--- src/rtl/va_req_gen_pkg.sv ---
`default_nettype none
// +----------------------------------------------------------------------+
// | va_req_gen_pkg : shared sizes and per-VC FSM state encodings         |
// | Revision 1.0                                                         |
// +----------------------------------------------------------------------+
package va_req_gen_pkg;
  localparam int N  = 5;
  localparam int V  = 4;
  localparam int RW = 3;
  localparam int NV = N * V;

  localparam logic [1:0] IVC_IDLE   = 2'd0;
  localparam logic [1:0] IVC_VA     = 2'd1;
  localparam logic [1:0] IVC_ACTIVE = 2'd2;
endpackage
`default_nettype wire

--- src/rtl/va_req_gen_if.sv ---
`default_nettype none
// +----------------------------------------------------------------------+
// | va_req_gen_if : input-port side of the VC allocation request path    |
// | Revision 1.0                                                         |
// +----------------------------------------------------------------------+
interface va_req_gen_if;
  import va_req_gen_pkg::*;

  logic [V-1:0]    head_valid;
  logic [V*RW-1:0] head_route;
  logic [V-1:0]    tail_sent;
  logic [NV-1:0]   ovc_free;
  logic [V-1:0]    vc_granted;
  logic [V*NV-1:0] req_vc;
  logic [V*NV-1:0] alloc_vc;
  logic [V-1:0]    alloc_valid;
  logic [NV-1:0]   ovc_claim;
  logic [NV-1:0]   ovc_release;
  logic [V-1:0]    route_err;

  modport master (
    output head_valid, head_route, tail_sent, ovc_free, vc_granted,
    input  req_vc, alloc_vc, alloc_valid, ovc_claim, ovc_release, route_err
  );

  modport slave (
    input  head_valid, head_route, tail_sent, ovc_free, vc_granted,
    output req_vc, alloc_vc, alloc_valid, ovc_claim, ovc_release, route_err
  );
endinterface
`default_nettype wire

--- src/rtl/va_req_gen_ivc_va_ctrl.sv ---
`default_nettype none
// +----------------------------------------------------------------------+
// | ivc_va_ctrl : one input VC's IDLE/VA/ACTIVE FSM, route and alloc regs|
// | Revision 1.0                                                         |
// +----------------------------------------------------------------------+
module ivc_va_ctrl
  import va_req_gen_pkg::*;
(
  input  logic          clk,
  input  logic          rstn,
  input  logic          head_valid,
  input  logic [RW-1:0] head_route,
  input  logic          tail_sent,
  input  logic [NV-1:0] ovc_free,
  input  logic          vc_granted,
  output logic [NV-1:0] req,
  output logic [NV-1:0] alloc,
  output logic [NV-1:0] claim,
  output logic [NV-1:0] rel,
  output logic          alloc_valid,
  output logic          route_err
);

  function automatic logic [V-1:0] pick_lowest(input logic [V-1:0] cand_in);
    logic found;
    pick_lowest = '0;
    found       = 1'b0;
    for (int i = 0; i < V; i++) begin
      if (cand_in[i] && !found) begin
        pick_lowest[i] = 1'b1;
        found          = 1'b1;
      end
    end
  endfunction

  logic [1:0]    state;
  logic [1:0]    state_nxt;
  logic [RW-1:0] route_q;
  logic          route_ok;
  logic [V-1:0]  cand;
  logic          req_any;

  always_comb begin
    route_ok = (route_q < RW'(N));
    cand     = '0;
    for (int p = 0; p < N; p++) begin
      if (route_q == RW'(p)) cand = ovc_free[p*V +: V];
    end
  end

  always_ff @(posedge clk or negedge rstn) begin
    if (!rstn) state <= IVC_IDLE;
    else       state <= state_nxt;
  end

  always_comb begin
    state_nxt = state;
    case (state)
      IVC_IDLE:   if (head_valid)           state_nxt = IVC_VA;
      IVC_VA:     if (vc_granted && req_any) state_nxt = IVC_ACTIVE;
      IVC_ACTIVE: if (tail_sent)            state_nxt = IVC_IDLE;
      default:                              state_nxt = IVC_IDLE;
    endcase
  end

  // Request depends only on registered state and ovc_free, never on the grant.
  always_comb begin
    req = '0;
    if (rstn && state == IVC_VA && route_ok) begin
      for (int p = 0; p < N; p++) begin
        if (route_q == RW'(p)) req[p*V +: V] = pick_lowest(cand);
      end
    end
    req_any     = |req;
    claim       = vc_granted ? req : '0;
    alloc_valid = (state == IVC_ACTIVE);
  end

  always_ff @(posedge clk or negedge rstn) begin
    if (!rstn) begin
      route_q   <= '0;
      alloc     <= '0;
      rel       <= '0;
      route_err <= 1'b0;
    end else begin
      if (state == IVC_IDLE && head_valid) route_q <= head_route;
      if (state == IVC_VA && vc_granted && req_any) alloc <= req;
      else if (state == IVC_ACTIVE && tail_sent)    alloc <= '0;
      rel       <= (state == IVC_ACTIVE && tail_sent) ? alloc : '0;
      route_err <= route_err | (state == IVC_VA && !route_ok);
    end
  end

  a_no_spurious_grant: assert property (@(posedge clk) disable iff (!rstn)
      !(state == IVC_VA && vc_granted && !req_any))
    else $warning("ivc_va_ctrl: vc_granted without a request, ignored");

endmodule
`default_nettype wire

--- src/rtl/va_req_gen.sv ---
`default_nettype none
// +----------------------------------------------------------------------+
// | va_req_gen : per-input-port VC allocation request generator          |
// | Revision 1.0                                                         |
// +----------------------------------------------------------------------+
module va_req_gen
  import va_req_gen_pkg::*;
(
  input  logic         clk,
  input  logic         rstn,
  va_req_gen_if.slave  bus
);

  logic [NV-1:0] claim_v [V];
  logic [NV-1:0] rel_v   [V];

  for (genvar v = 0; v < V; v++) begin : g_ivc
    ivc_va_ctrl u_ctrl (
      .clk        (clk),
      .rstn       (rstn),
      .head_valid (bus.head_valid[v]),
      .head_route (bus.head_route[v*RW +: RW]),
      .tail_sent  (bus.tail_sent[v]),
      .ovc_free   (bus.ovc_free),
      .vc_granted (bus.vc_granted[v]),
      .req        (bus.req_vc[v*NV +: NV]),
      .alloc      (bus.alloc_vc[v*NV +: NV]),
      .claim      (claim_v[v]),
      .rel        (rel_v[v]),
      .alloc_valid(bus.alloc_valid[v]),
      .route_err  (bus.route_err[v])
    );
  end

  always_comb begin
    bus.ovc_claim   = '0;
    bus.ovc_release = '0;
    for (int v = 0; v < V; v++) begin
      bus.ovc_claim   = bus.ovc_claim   | claim_v[v];
      bus.ovc_release = bus.ovc_release | rel_v[v];
    end
  end

endmodule
`default_nettype wire

--- src/flat_wrapper.sv ---
// flat-port wrapper written by rule: the top's interface ports become plain ports
module va_req_gen_flat import va_req_gen_pkg::*;
  (clk, rstn, bus_head_valid, bus_head_route, bus_tail_sent, bus_ovc_free, bus_vc_granted, bus_req_vc, bus_alloc_vc, bus_alloc_valid, bus_ovc_claim, bus_ovc_release, bus_route_err);
  va_req_gen_if bus_i ();
  input  logic clk;
  input  logic rstn;
  input wire logic [$bits(bus_i.head_valid)-1:0] bus_head_valid;
  input wire logic [$bits(bus_i.head_route)-1:0] bus_head_route;
  input wire logic [$bits(bus_i.tail_sent)-1:0] bus_tail_sent;
  input wire logic [$bits(bus_i.ovc_free)-1:0] bus_ovc_free;
  input wire logic [$bits(bus_i.vc_granted)-1:0] bus_vc_granted;
  output wire logic [$bits(bus_i.req_vc)-1:0] bus_req_vc;
  output wire logic [$bits(bus_i.alloc_vc)-1:0] bus_alloc_vc;
  output wire logic [$bits(bus_i.alloc_valid)-1:0] bus_alloc_valid;
  output wire logic [$bits(bus_i.ovc_claim)-1:0] bus_ovc_claim;
  output wire logic [$bits(bus_i.ovc_release)-1:0] bus_ovc_release;
  output wire logic [$bits(bus_i.route_err)-1:0] bus_route_err;
  assign bus_i.head_valid = bus_head_valid;
  assign bus_i.head_route = bus_head_route;
  assign bus_i.tail_sent = bus_tail_sent;
  assign bus_i.ovc_free = bus_ovc_free;
  assign bus_i.vc_granted = bus_vc_granted;
  assign bus_req_vc = bus_i.req_vc;
  assign bus_alloc_vc = bus_i.alloc_vc;
  assign bus_alloc_valid = bus_i.alloc_valid;
  assign bus_ovc_claim = bus_i.ovc_claim;
  assign bus_ovc_release = bus_i.ovc_release;
  assign bus_route_err = bus_i.route_err;
  va_req_gen u_core (.clk(clk), .rstn(rstn), .bus(bus_i));
endmodule
--- config.mk ---
export PLATFORM = sky130hd
export DESIGN_NAME = va_req_gen_flat
export DESIGN_NICKNAME = d
export VERILOG_FILES = /design/src/rtl/va_req_gen_pkg.sv /design/src/rtl/va_req_gen_if.sv /design/src/rtl/va_req_gen_ivc_va_ctrl.sv /design/src/rtl/va_req_gen.sv /design/src/flat_wrapper.sv
export SDC_FILE = /design/constraint.sdc
export NUM_CORES = 1
export LEC_CHECK = 0
export ABC_AREA = 1
export BUFFER_PORTS_ARGS = -buffer_cell sky130_fd_sc_hd__buf_2
export CORE_MARGIN = 2
export CORE_UTILIZATION = 50
export CTS_BUF_LIST = sky130_fd_sc_hd__clkbuf_16
export CTS_CLUSTER_DIAMETER = 120
export DETAILED_ROUTE_END_ITERATION = 8
export PLACE_DENSITY = 0.75
export SETUP_SLACK_MARGIN = 0.15
export SLEW_MARGIN = 20
export SYNTH_ARGS = -nofsm -noshare
export SYNTH_HDL_FRONTEND = slang
export SYNTH_HIERARCHICAL = 1
export SYNTH_SLANG_ARGS = --single-unit
export TNS_END_PERCENT = 100
--- constraint.sdc ---
create_clock -name clk -period 5.3 [get_ports clk]
set_clock_uncertainty 0.15 [all_clocks]
set_input_delay 0 -clock clk [delete_from_list [all_inputs] [get_ports clk]]
set_output_delay 0 -clock clk [all_outputs]
set_load 0.01 [all_outputs]
==> results.sh <==
export IMPL_outcome="finished clean"
export IMPL_nets=1704
export IMPL_yosysTopAreaCell="dfrtp_1"
export IMPL_antenna_found_initial=0
export IMPL_critPathArrivalTime_ns=3.00
export IMPL_drive_gt1_share_pct=26.9
export IMPL_end_kind="output port"
export IMPL_die_x_um=149
export IMPL_wl_per_cell_um=18.6
export IMPL_p_seq_share_pct=35.5
export IMPL_synth_nets=1419
export IMPL_antenna_left=0
export IMPL_power_switching_fraction_pct=44.4
export IMPL_hold_path_class="primary input to register"
export IMPL_p_int_uw=3010
export IMPL_tns_ns=0
export IMPL_finalWeightedCongestion=0.936
export IMPL_critical_path_class="register to output port"
export IMPL_cts_setup_buffers=0
export IMPL_required_ns=5.15
export IMPL_dr_pass1_iters=8
export IMPL_synth_common_cells="nor2_1 (325), nand2_1 (238), inv_1 (214), dfrtp_1 (184), nand3_1 (115)"
export IMPL_hold_viol=0
export IMPL_htreeDepth=4
export IMPL_grt_pass1_vias=9339
export IMPL_n_antenna_cell=0
export IMPL_synth_async_reset_ratio_pct=100
export IMPL_cts_buffers=17
export IMPL_synth_top_cell_area_share_pct=44.0
export IMPL_switchingPower_uw=2410
export IMPL_clk_pin_slew_ns=0.08
export IMPL_p_leak_uw=0.00750
export IMPL_tightest_slew_ns=0.745
export IMPL_drv_slew=0
export IMPL_max_slew_margin_pct=50.4
export IMPL_synth_seq_area_share_pct=44.0
export IMPL_vias=10100
export IMPL_ys_flop_type="dfrtp_1"
export IMPL_ys_warn_count=6
export IMPL_startpoint_type="register"
export IMPL_drt_wl_total_um=36000
export IMPL_numClockSinks=184
export IMPL_rsz0062_at_grt="false"
export IMPL_p_clk_share_pct=23.7
export IMPL_track_usage_pct=32.3
export IMPL_io_pins=254
export IMPL_grt_pass1_wl_um=53600
export IMPL_netlist_area_um2=10500
export IMPL_dp_hpwl_um=27500
export IMPL_fin_crit_sh_pct=59.5
export IMPL_cts_root_buf="clkbuf_16"
export IMPL_ctsLongestPathBuffers=2
export IMPL_io_buffers=253
export IMPL_initial_core_util_pct=51.4
export IMPL_grt_overflow=0
export IMPL_setup_viol=0
export IMPL_crit_path_max_fanout=12
export IMPL_clock_fmax_mhz=317
export IMPL_synth_edff_count=0
export IMPL_syn_avg_cell_area_um2=7.62
export IMPL_dieArea_um2=22100
export IMPL_die_y_um=149
export IMPL_clk_latency_ns=0.43
export IMPL_yosysMostFrequentCell="nor2_1"
export IMPL_placementRows=52
export IMPL_grt_start_max_net_pins=83
export IMPL_syn2layout_area_growth_pct=23.5
export IMPL_netlist_instances=1373
export IMPL_avgViaCountPerCell=5.22
export IMPL_finish_utilization_pct=63.5
export IMPL_power_per_cell_area_nw_per_um2=419
export IMPL_ys_types=42
export IMPL_drc=0
export IMPL_maxCapViolCount=0
export IMPL_ys_ff_latch=184
export IMPL_ir_drop_mv=0.246
export IMPL_core_um2=20400
export IMPL_synthTopCellsByArea="dfrtp_1 (44%), nor2_1 (12%), nand2_1 (8.5%)"
export IMPL_fin_crit_ns=3.15
export IMPL_p_comb_share_pct=40.8
export IMPL_drtIter0Drc=1022
export IMPL_cts_tree="yes"
-- cells in the final DEF (no fill, tap or decap), drive strengths merged --
cell type and instances:
nor2 353, nand2 269, buf 259, inv 242
dfrtp 184, nand3 179, dlygate4sd3 50, nor3 23
nand4 22, clkbuf 18, a21oi 16, o211ai 10
o31ai 10, o21bai 9, clkinv 8, o21ai 7
or2 6, and3 3, clkinvlp 2, nor3b 1
-- through the flow --
step                      cells  power, uW  hold WS (ns)  cell area (um2)  setup WS (ns)
after floorplan            1373       3460        -0.446            10500           3.08
after global placement     1858       3980        -0.163            11800           2.52
after detailed placement   1858       4000        -0.159            11800           2.48
after CTS                  1941       5390       0.00130            12900           2.23
after global routing       1941       5730        0.0515            12900           2.03
final                      1941       5420        0.0146            12900           2.15
-- power groups by stage --
| stage | Clock [uW] | Combinational (uW) | Sequential [uW] |
|---|---|---|---|
| final | 1280 | 2210 | 1920 |
| after floorplan | 0 | 1540 | 1920 |
| after detailed placement | 0 | 2060 | 1940 |
| after CTS | 1300 | 2170 | 1920 |
| after global placement | 0 | 2040 | 1940 |
| after global routing | 1350 | 2420 | 1960 |
-- critical path: stages, from the launching register on --
cell and delay (ns):
dfrtp_1 0.54, nor2_2 0.36, nand2_2 0.17, o21ai_2 0.10, nor2_1 0.07, nor2_2 0.20
nor2_4 0.08, nand2_1 0.19, nor2_1 0.09, nand2_1 0.12, inv_1 0.06, nor2_1 0.31
nand2_1 0.10, buf_2 0.16
-- area by class of cell --
cell class | instances | area (um2)
well taps | 270 | 338
inverters | 237 | 890
clock inverters | 15 | 181
multi-input cells | 908 | 4640
fillers | 1841 | 7440
clock buffers | 17 | 425
flip-flops and latches | 184 | 4600
repair buffers | 310 | 1850
-- registers in the layout, indices dropped and copies added (netlist names) --
signal / flops
u_core/g_ivc.u_ctrl/rel: 80
u_core/g_ivc.u_ctrl/state: 8
u_core/g_ivc.u_ctrl/route_err: 4
u_core/g_ivc.u_ctrl/alloc: 80
u_core/g_ivc.u_ctrl/route_q: 12
-- worst paths after layout --
check | to | slack [ns] | cells past startpoint | from
hold / removal | u_core/g_ivc[3].u_ctrl/alloc[0] | 0.01 | 5 | bus_ovc_free[0]
setup reg to reg | u_core/g_ivc[2].u_ctrl/alloc[19] | 2.33 | 13 | u_core/g_ivc[2].u_ctrl/route_q[2]
hold reg to reg | u_core/g_ivc[1].u_ctrl/route_err | 0.33 | 1 | u_core/g_ivc[1].u_ctrl/route_err
max in group asynchronous | u_core/g_ivc[1].u_ctrl/alloc[19] | 4.16 | 3 | rstn
min in group asynchronous | u_core/g_ivc[1].u_ctrl/rel[15] | 0.10 | 3 | rstn
setup / recovery | bus_ovc_claim[15] | 2.15 | 13 | u_core/g_ivc[0].u_ctrl/route_q[0]
-- metal layers --
layer / track usage (%) / vias up / wire length, um
met5: 0 / - / 0
met4: 11.5 / 0 / 1150
met3: 4.14 / 74 / 2740
met2: 50.7 / 510 / 16900
met1: 46.4 / 4752 / 15200
li1: - / 4795 / -
-- what timing repair did --
item,in CTS,in global routing
resized for setup,0,0
endpoints found under the hold margin,138,0
hold buffers,51,0
-- kinds of logic after synthesis --
family,count (synthesis),synth area share (%)
simple gates,856,40.6
compound gates,52,3.69
buf+inv,281,11.7
flops,184,44.0
(Power assumes the default switching activity.)
